File: src/rtl/uart_cmd_ctrl_if.sv
// UART FIFO and register-bus signals of the command controller.
// master = controller side, slave = UART FIFOs / register file side.
interface uart_cmd_ctrl_if;
  logic       rx_empty;
  logic [7:0] r_data;
  logic       rd_uart;
  logic       tx_full;
  logic [7:0] w_data;
  logic       wr_uart;
  logic [7:0] reg_addr;
  logic [7:0] reg_wdata;
  logic       reg_wr;
  logic       reg_rd;
  logic [7:0] reg_rdata;
  logic       busy;
  logic       frame_err;

  modport master (
    input  rx_empty, r_data, tx_full, reg_rdata,
    output rd_uart, w_data, wr_uart, reg_addr, reg_wdata, reg_wr, reg_rd, busy, frame_err
  );

  modport slave (
    output rx_empty, r_data, tx_full, reg_rdata,
    input  rd_uart, w_data, wr_uart, reg_addr, reg_wdata, reg_wr, reg_rd, busy, frame_err
  );
endinterface

File: src/rtl/uart_cmd_ctrl.sv
// UART command parser: 'W' addr data -> register write, 'K'; 'R' addr -> register read, data; else '?'.
// Latency: 4 cycles (write) / 5 cycles (read) from byte available to wr_uart; all outputs registered.
// Backpressure: holds in SEND while tx_full; inter-byte timeout only with UART_CMD_TIMEOUT_EN.
module uart_cmd_ctrl #(
  parameter int TIMEOUT_CYCLES = 100000
) (
  input logic             clk,
  input logic             reset,
  uart_cmd_ctrl_if.master bus
);

  typedef enum logic [2:0] {
    IDLE, GET_ADDR, GET_DATA, BUS_WR, BUS_RD, RD_WAIT, SEND
  } state_t;

  state_t     state_q, state_nx;
  logic       wr_flag_q, wr_flag_nx;
  logic [7:0] resp_q, resp_nx;
  logic       rd_uart_q, rd_uart_nx;
  logic       wr_uart_q, wr_uart_nx;
  logic [7:0] w_data_q, w_data_nx;
  logic [7:0] reg_addr_q, reg_addr_nx;
  logic [7:0] reg_wdata_q, reg_wdata_nx;
  logic       reg_wr_q, reg_wr_nx;
  logic       reg_rd_q, reg_rd_nx;
  logic       busy_q;
  logic       frame_err_q, frame_err_nx;
  logic       take;

  if ((TIMEOUT_CYCLES < 2) || (TIMEOUT_CYCLES > (1 << 20))) begin : g_bad_timeout
    $error("uart_cmd_ctrl: TIMEOUT_CYCLES must be within 2..2^20");
  end

`ifdef UART_CMD_TIMEOUT_EN
  localparam int CW = $clog2(TIMEOUT_CYCLES);
  localparam logic [CW-1:0] TO_LAST = CW'(TIMEOUT_CYCLES - 1);
  logic [CW-1:0] cnt_q, cnt_nx;
`endif

  // rd_uart_q blocks a second pop while the FIFO head is still being removed
  assign take = ((state_q == IDLE) || (state_q == GET_ADDR) || (state_q == GET_DATA)) &&
                !bus.rx_empty && !rd_uart_q;

  always_comb begin
    state_nx     = state_q;
    wr_flag_nx   = wr_flag_q;
    resp_nx      = resp_q;
    rd_uart_nx   = 1'b0;
    wr_uart_nx   = 1'b0;
    w_data_nx    = w_data_q;
    reg_addr_nx  = reg_addr_q;
    reg_wdata_nx = reg_wdata_q;
    reg_wr_nx    = 1'b0;
    reg_rd_nx    = 1'b0;
    frame_err_nx = 1'b0;
`ifdef UART_CMD_TIMEOUT_EN
    cnt_nx       = '0;
`endif
    if (take) rd_uart_nx = 1'b1;

    case (state_q)
      IDLE: if (take) begin
        if (bus.r_data == 8'h57) begin
          state_nx   = GET_ADDR;
          wr_flag_nx = 1'b1;
        end else if (bus.r_data == 8'h52) begin
          state_nx   = GET_ADDR;
          wr_flag_nx = 1'b0;
        end else begin
          state_nx = SEND;
          resp_nx  = 8'h3F;
        end
      end
      GET_ADDR: if (take) begin
        reg_addr_nx = bus.r_data;
        state_nx    = wr_flag_q ? GET_DATA : BUS_RD;
      end
      GET_DATA: if (take) begin
        reg_wdata_nx = bus.r_data;
        state_nx     = BUS_WR;
      end
      BUS_WR: begin
        reg_wr_nx = 1'b1;
        resp_nx   = 8'h4B;
        state_nx  = SEND;
      end
      BUS_RD: begin
        reg_rd_nx = 1'b1;
        state_nx  = RD_WAIT;
      end
      RD_WAIT: begin
        resp_nx  = bus.reg_rdata;
        state_nx = SEND;
      end
      SEND: if (!bus.tx_full && !wr_uart_q) begin
        w_data_nx  = resp_q;
        wr_uart_nx = 1'b1;
        state_nx   = IDLE;
      end
      default: state_nx = IDLE;
    endcase

`ifdef UART_CMD_TIMEOUT_EN
    // a partial frame is dropped silently apart from the frame_err pulse
    if ((state_q == GET_ADDR) || (state_q == GET_DATA)) begin
      if (take) begin
        cnt_nx = '0;
      end else if (cnt_q == TO_LAST) begin
        state_nx     = IDLE;
        frame_err_nx = 1'b1;
      end else begin
        cnt_nx = cnt_q + 1'b1;
      end
    end
`endif
  end

  always_ff @(posedge clk) begin
    if (reset) begin
      state_q     <= IDLE;
      wr_flag_q   <= 1'b0;
      resp_q      <= 8'h00;
      rd_uart_q   <= 1'b0;
      wr_uart_q   <= 1'b0;
      w_data_q    <= 8'h00;
      reg_addr_q  <= 8'h00;
      reg_wdata_q <= 8'h00;
      reg_wr_q    <= 1'b0;
      reg_rd_q    <= 1'b0;
      busy_q      <= 1'b0;
      frame_err_q <= 1'b0;
`ifdef UART_CMD_TIMEOUT_EN
      cnt_q       <= '0;
`endif
    end else begin
      state_q     <= state_nx;
      wr_flag_q   <= wr_flag_nx;
      resp_q      <= resp_nx;
      rd_uart_q   <= rd_uart_nx;
      wr_uart_q   <= wr_uart_nx;
      w_data_q    <= w_data_nx;
      reg_addr_q  <= reg_addr_nx;
      reg_wdata_q <= reg_wdata_nx;
      reg_wr_q    <= reg_wr_nx;
      reg_rd_q    <= reg_rd_nx;
      busy_q      <= (state_nx != IDLE);
      frame_err_q <= frame_err_nx;
`ifdef UART_CMD_TIMEOUT_EN
      cnt_q       <= cnt_nx;
`endif
    end
  end

  assign bus.rd_uart   = rd_uart_q;
  assign bus.wr_uart   = wr_uart_q;
  assign bus.w_data    = w_data_q;
  assign bus.reg_addr  = reg_addr_q;
  assign bus.reg_wdata = reg_wdata_q;
  assign bus.reg_wr    = reg_wr_q;
  assign bus.reg_rd    = reg_rd_q;
  assign bus.busy      = busy_q;
  assign bus.frame_err = frame_err_q;

endmodule

File: src/flat_wrapper.sv
// flat-port wrapper written by rule: the top's interface ports become plain ports
module uart_cmd_ctrl_flat 
#(
  parameter int TIMEOUT_CYCLES = 100000
)
  (clk, reset, bus_rx_empty, bus_r_data, bus_tx_full, bus_reg_rdata, bus_rd_uart, bus_w_data, bus_wr_uart, bus_reg_addr, bus_reg_wdata, bus_reg_wr, bus_reg_rd, bus_busy, bus_frame_err);
  uart_cmd_ctrl_if bus_i ();
  input logic clk;
  input logic reset;
  input wire logic [$bits(bus_i.rx_empty)-1:0] bus_rx_empty;
  input wire logic [$bits(bus_i.r_data)-1:0] bus_r_data;
  input wire logic [$bits(bus_i.tx_full)-1:0] bus_tx_full;
  input wire logic [$bits(bus_i.reg_rdata)-1:0] bus_reg_rdata;
  output wire logic [$bits(bus_i.rd_uart)-1:0] bus_rd_uart;
  output wire logic [$bits(bus_i.w_data)-1:0] bus_w_data;
  output wire logic [$bits(bus_i.wr_uart)-1:0] bus_wr_uart;
  output wire logic [$bits(bus_i.reg_addr)-1:0] bus_reg_addr;
  output wire logic [$bits(bus_i.reg_wdata)-1:0] bus_reg_wdata;
  output wire logic [$bits(bus_i.reg_wr)-1:0] bus_reg_wr;
  output wire logic [$bits(bus_i.reg_rd)-1:0] bus_reg_rd;
  output wire logic [$bits(bus_i.busy)-1:0] bus_busy;
  output wire logic [$bits(bus_i.frame_err)-1:0] bus_frame_err;
  assign bus_i.rx_empty = bus_rx_empty;
  assign bus_i.r_data = bus_r_data;
  assign bus_i.tx_full = bus_tx_full;
  assign bus_i.reg_rdata = bus_reg_rdata;
  assign bus_rd_uart = bus_i.rd_uart;
  assign bus_w_data = bus_i.w_data;
  assign bus_wr_uart = bus_i.wr_uart;
  assign bus_reg_addr = bus_i.reg_addr;
  assign bus_reg_wdata = bus_i.reg_wdata;
  assign bus_reg_wr = bus_i.reg_wr;
  assign bus_reg_rd = bus_i.reg_rd;
  assign bus_busy = bus_i.busy;
  assign bus_frame_err = bus_i.frame_err;
  uart_cmd_ctrl #(.TIMEOUT_CYCLES(TIMEOUT_CYCLES)) u_core (.clk(clk), .reset(reset), .bus(bus_i));
endmodule
File: config.mk
export PLATFORM = sky130hd
export DESIGN_NAME = uart_cmd_ctrl_flat
export DESIGN_NICKNAME = d
export VERILOG_FILES = /design/src/rtl/uart_cmd_ctrl_if.sv /design/src/rtl/uart_cmd_ctrl.sv /design/src/flat_wrapper.sv
export SDC_FILE = /design/constraint.sdc
export NUM_CORES = 1
export LEC_CHECK = 0
export CORE_MARGIN = 1.5
export CORE_UTILIZATION = 41
export CTS_CLUSTER_DIAMETER = 150
export CTS_CLUSTER_SIZE = 10
export DETAILED_ROUTE_END_ITERATION = 12
export DONT_BUFFER_PORTS = 1
export GPL_TIMING_DRIVEN = 0
export MAX_ROUTING_LAYER = met4
export REMOVE_ABC_BUFFERS = 1
export SYNTH_ARGS = -nofsm -noshare
export SYNTH_HDL_FRONTEND = slang
export SYNTH_SLANG_ARGS = --single-unit
File: constraint.sdc
create_clock -name clk -period 1.4 [get_ports clk]
set_input_delay 0 -clock clk [delete_from_list [all_inputs] [get_ports clk]]
set_output_delay 0 -clock clk [all_outputs]
set_load 0.05 [all_outputs]
# --- After elaboration in Yosys (flattened, before gate mapping) ---
# Index checks and enable logic that the tools add are counted.
totals:
  ff_bits: 41
  input_bits: 20
  word_cells: 61
classes:
  n_eq_ne: 11
  muxes: 18
  bitwise_logic: 1
  n_reduce_logical: 20
op_table:
  columns: ["operator", "n"]
  rows:
  - ["two-way mux 8 bit", 3]
  - ["case mux 8 bit (3 select lines)", 1]
  - ["two-way mux 3 bit", 7]
  - ["case mux 3 bit (6 select lines)", 1]
  - ["== test 8 x 7 -> 1 bit, second input constant", 2]
  - ["== test 3 bit, second input constant", 3]
  - ["== test 3 x 2 -> 1 bit, second input constant", 2]
  - ["two-way mux 1 bit", 6]
  - ["AND reduction 2 bit", 3]
  - ["nonzero test 3 bit", 2]
  - ["zero test 1 bit", 4]
  - ["inequality test 2 bit, second input constant", 2]
  - ["AND reduction 4 bit", 1]
  - ["OR reduction 2 bit", 2]
  - ["== test 3 x 1 -> 1 bit, second input constant", 1]
  - ["logical AND 1 bit", 3]
  - ["zero test 3 bit", 1]
  - ["AND reduction 3 bit", 1]
  - ["logical OR 1 bit", 2]
  - ["inequality test 2 x 1 -> 1 bit, second input constant", 1]
  - ["nonzero test 2 bit", 1]
  - ["inverter 1 bit", 1]

# --- Longest topological paths before layout ---
logic_depth:
  depth_word: 8
  depth_mapped: 6

# --- Worst setup path before layout ---
# No wires, ideal clock.
synth_path:
  kind: "flip-flop to flip-flop"
  start: "register u_core.rd_uart_q (netlist: u_core.bus.rd_uart)"
  end: "register u_core.wr_flag_q"
  t_arrival_ns: 1.460
  required_ns: 1.268
  slack_ns: -0.192
  path_stages_with_launch: 5
  synth_period_minus_slack_ns: 1.592
  path_cell_list: "dfxtp_1 or3_4 nor4_4 mux2i_1 a21oi_1"
synth_via:
  elab_chain_len: 3
synth_rtl:
  columns: ["element", "line_no", "rtl"]
  rows:
  - ["start: declaration", "uart_cmd_ctrl.sv:19", "logic rd_uart_q, rd_uart_nx;"]
  - ["start signal: assignment", "uart_cmd_ctrl.sv:139", "rd_uart_q <= rd_uart_nx;"]
  - ["zero test 1 bit", "uart_cmd_ctrl.sv:42", "!bus.rx_empty && !rd_uart_q;"]
  - ["logical AND 1 bit", "uart_cmd_ctrl.sv:42", null]
  - ["AND reduction 3 bit (no line)", null, null]
  - ["end signal: assignment", "uart_cmd_ctrl.sv:137", "wr_flag_q <= wr_flag_nx;"]
  - ["end: declaration", "uart_cmd_ctrl.sv:17", "logic wr_flag_q, wr_flag_nx;"]
# Every way passes these cells.
# A chain may end at the register's enable or synchronous reset.

# --- Worst setup path after layout ---
layout_path:
  start: "register u_core.rd_uart_q (netlist: u_core.bus.rd_uart)"
  end: "register u_core.state_q[1]"
layout_via:
  elab_chain_len: 4
  word_cells_on_any_way: 6
  cone_classes: "mux: 4; reduce/logical: 2"
layout_rtl:
  columns: ["element", "line_no", "rtl"]
  rows:
  - ["zero test 1 bit *", "uart_cmd_ctrl.sv:42", null]
  - ["logical AND 1 bit *", "uart_cmd_ctrl.sv:42", null]
  - ["two-way mux 3 bit (on tied branches)", "uart_cmd_ctrl.sv:78, uart_cmd_ctrl.sv:74, uart_cmd_ctrl.sv:62", null]
  - ["case mux 3 bit (6 select lines) *", "uart_cmd_ctrl.sv:61", "case (state_q)"]
  - ["end signal: assignment", "uart_cmd_ctrl.sv:136", "state_q <= state_nx;"]
  - ["end: declaration", "uart_cmd_ctrl.sv:16", "state_t state_q, state_nx;"]
# Mark *: on every way between the ends. The rest lies on a longest branch, timed or not.

==> run summary <==
Outcome: complete, but fails checks
Failing checks: setup timing
# port buffers: 0
Routing usage on met2: 32.67%
Vias in the first global route: 1,394
Pre-antenna DRT Iters: 4
CP cell instances: or3_4, nor3_4, buf_4, a22o_1, o21a_1
Final Hold Vio Count: 0
Final Instance Count excl. Fillers: 269
Clk buf depth: 2
Yosys reg bits: 41
Antenna violations before repair: 0
Required @ worst endpoint: 1.64 ns
Placed insts: 224
Pin count of the biggest net entering global routing: 34
Vias per Instance: 5.491
Initial DRC count: 81
Clock transition at path regs: 0.08 ns
CP endpoint kind: flip-flop
GR Layer Usage met3: 7.667%
Count of final setup violators: 9
Crit-path max cell delay: 0.42 ns
RePlAce Congestion: 0.8235
GRT Resource Usage Total: 20.64%
Top_reg_cell synth: dfxtp_1
Cell count after synthesis: 186
Post-Synth Adder-Cell Area: 0%
Leakage: 0.8796 nW
Initial Util: 42.63%
Die ar.: 4523 sq um
Worst Path Max Fanout: 5
Detailed Route WL: 4.316 mm
Synth Area per Inst: 9.101 sq um
DRC Markers: 0
CP arrival: 1.70 ns
Register area share after synthesis: 48.48%
Most common cell after layout, fill and taps aside: dfxtp_1
DP Worst Slack: -1.112 ns
CTS buffer count: 5
TritonCTS clock tree: built
Total number of vias: 1,477
Crit path launch type: flip-flop
Largest family of logic cells by synthesized area: simple AND/OR/NAND/NOR gates
Area Overhead vs Synth: 32.59%
Clk_lat worst skew: 0.30 ns
Sink Count: 41
ANT nets after route: 0
Compound-Gate Fraction of Synth Area: 17.07%
Worst-margin pin slew: 0.5362 ns
Antenna diode count: 0
H-tree lvl count: 2
Post-synth ARST share: 0%
Routed length per instance: 16.04 microns
Total Power: 4.129 mW
Max Cap Viol: 0
Most frequent cells in the layout: 36 x dfxtp_1, 27 x nand2_1, 18 x dlygate4sd3_1
Share of cells above drive strength 1: 29.22%
CP max stage cell: dfxtp_4
Finished Cell Area: 2245 sq um
Fmax: 686.8 MHz
Synth unique cells: 40
Final WS setup: -0.05610 ns
Maximum vdd ir drop: 0.0006304 V
Fin. max-slew vios: 0
Post-synthesis mux area share: 5.913%
Delay-heaviest family, CP: simple AND/OR/NAND/NOR gates
Hpwl dp: 2.523 mm
Met1 Use GR: 23.58%
Post-Syn Area: 1693 sq um
Levels on crit path: 5
Max transition margin: 64.20%
Row count: 23
Dpl cell area: 1697 sq um
Post-route minimum period: 1.456 ns
Layout net count: 238
CP bufs+invs: 1
XOR/XNOR Fraction of Synth Area: 1.035%
Tcrit/Tclk final: 104.0%
Area of the multi-input gates: 898.4 sq um
Worst hold path depth: 3
Power Dens Cells: 1839 nW/um^2
Critical path class: flip-flop to flip-flop
RSZ-0062 raised after global routing: yes
Final Skew: 0.01098 ns
Post-synth EDFFs: 0
Root buffer cell: clkbuf_8
Sequential cell area: 837.1 sq um
Most utilized layer in the global route result: met2
Height of the die: 67.26 microns
First-pass GRT wire length: 6.644 mm
Grt ovf: 0
Reg2reg path depth: 5
Fill cells: 341
Chip Width: 67.26 microns
Synth Area in Simple Gates: 23.36%
Yosys warnings: 0
Core region area: 3971 sq um
I/O pins: 50
Min-delay worst type: primary input to flip-flop
[tightest hold or removal path, stage by stage]
cell and delay, ns:
nor2_2 0.04, nand3_4 0.18, nor2_1 0.05
[state kept, by name, summed over array words and instances (netlist names)]
| signal | count |
|---|---|
| u_core.bus.reg_addr | 8 |
| u_core.bus.reg_wdata | 8 |
| u_core.bus.w_data | 8 |
| u_core.resp_q | 8 |
| u_core.state_q | 3 |
| u_core.bus.busy | 1 |
| u_core.bus.rd_uart | 1 |
| u_core.bus.reg_rd | 1 |
| u_core.bus.reg_wr | 1 |
| u_core.bus.wr_uart | 1 |
| u_core.wr_flag_q | 1 |
[cells in the mapped netlist, drive strengths merged (2+ instances only)]
cell type | n | share of area, %
dfxtp | 41 | 48
nand2 | 33 | 7.3
a21oi | 22 | 6.5
nor2 | 15 | 3.3
nand3 | 11 | 3.3
mux2i | 10 | 5.9
clkbuf | 8 | 1.8
o221a | 6 | 4.0
buf | 4 | 1.7
nand2b | 3 | 1.1
nor3 | 3 | 1.8
a22oi | 2 | 1.2
and3 | 2 | 0.74
inv | 2 | 0.44
nor2b | 2 | 0.74
nor4 | 2 | 1.6
o21ai | 2 | 0.59
or2 | 2 | 0.74
[power by group]
part / leakage (nW) / switching, mW / internal [mW]
Combinational: 0.492 / 0.735 / 0.732
Sequential: 0.337 / 0.442 / 1.41
Clock: 0.0512 / 0.412 / 0.399
Total: 0.880 / 1.59 / 2.54
[routing by layer]
layer | wire length, microns | vias to the layer above | share of wire [%]
li1 | - | 716 | -
met1 | 1714 | 708 | 40
met2 | 2230 | 47 | 52
met3 | 309 | 6 | 7.2
met4 | 61 | 0 | 1.4
met5 | 0 | - | 0
[what timing repair did]
item	CTS	global route
pin swaps	5	4
hold buffers	18	1
endpoints found under the setup margin	38	25
gates resized for setup	19	16
endpoints found under the hold margin	41	2
buffers inserted	15	3
[layout make-up]
type / count / area share, %
multi-input combinational: 131 / 40.02
sequential: 41 / 37.29
timing repair buffer: 37 / 15.27
clock buffer: 6 / 3.679
tap: 50 / 2.787
clock inverter: 2 / 0.6132
inverter: 2 / 0.3344
[through the flow]
stage	hold slack [ns]	util, %	TNS, ns
6_report	0.01259	56.52	-0.2639
5_1_grt	0.01916	56.52	-1.205
4_1_cts	-0.1720	54.25	-0.01010
3_5_place_dp	0.07455	42.72	-26.81
3_3_place_gp	0.07350	42.72	-26.08
2_1_floorplan	0.06907	-	-10.67
[path summary, 6_finish.rpt]
check | start | endpoint | slack [ns]
setup / recovery | u_core.bus.rd_uart$_SDFF_PP0_ | u_core.state_q[1]$_SDFF_PP0_ | -0.06
hold / removal | bus_tx_full | u_core.bus.wr_uart$_SDFF_PP0_ | 0.01
setup reg to reg | u_core.bus.rd_uart$_SDFF_PP0_ | u_core.state_q[1]$_SDFF_PP0_ | -0.06
hold reg to reg | u_core.resp_q[7]$_SDFFE_PP0P_ | u_core.resp_q[7]$_SDFFE_PP0P_ | 0.49
[cell families after synthesis]
kind of cell           after synthesis
buffers and inverters               14
other                                1
AO/OA/AOI/OAI                       42
XOR/XNOR                             2
AND/OR/NAND/NOR                     76
flip-flops                          41
multiplexers                        10
Note: power is estimated with default switching activity, not from simulation.
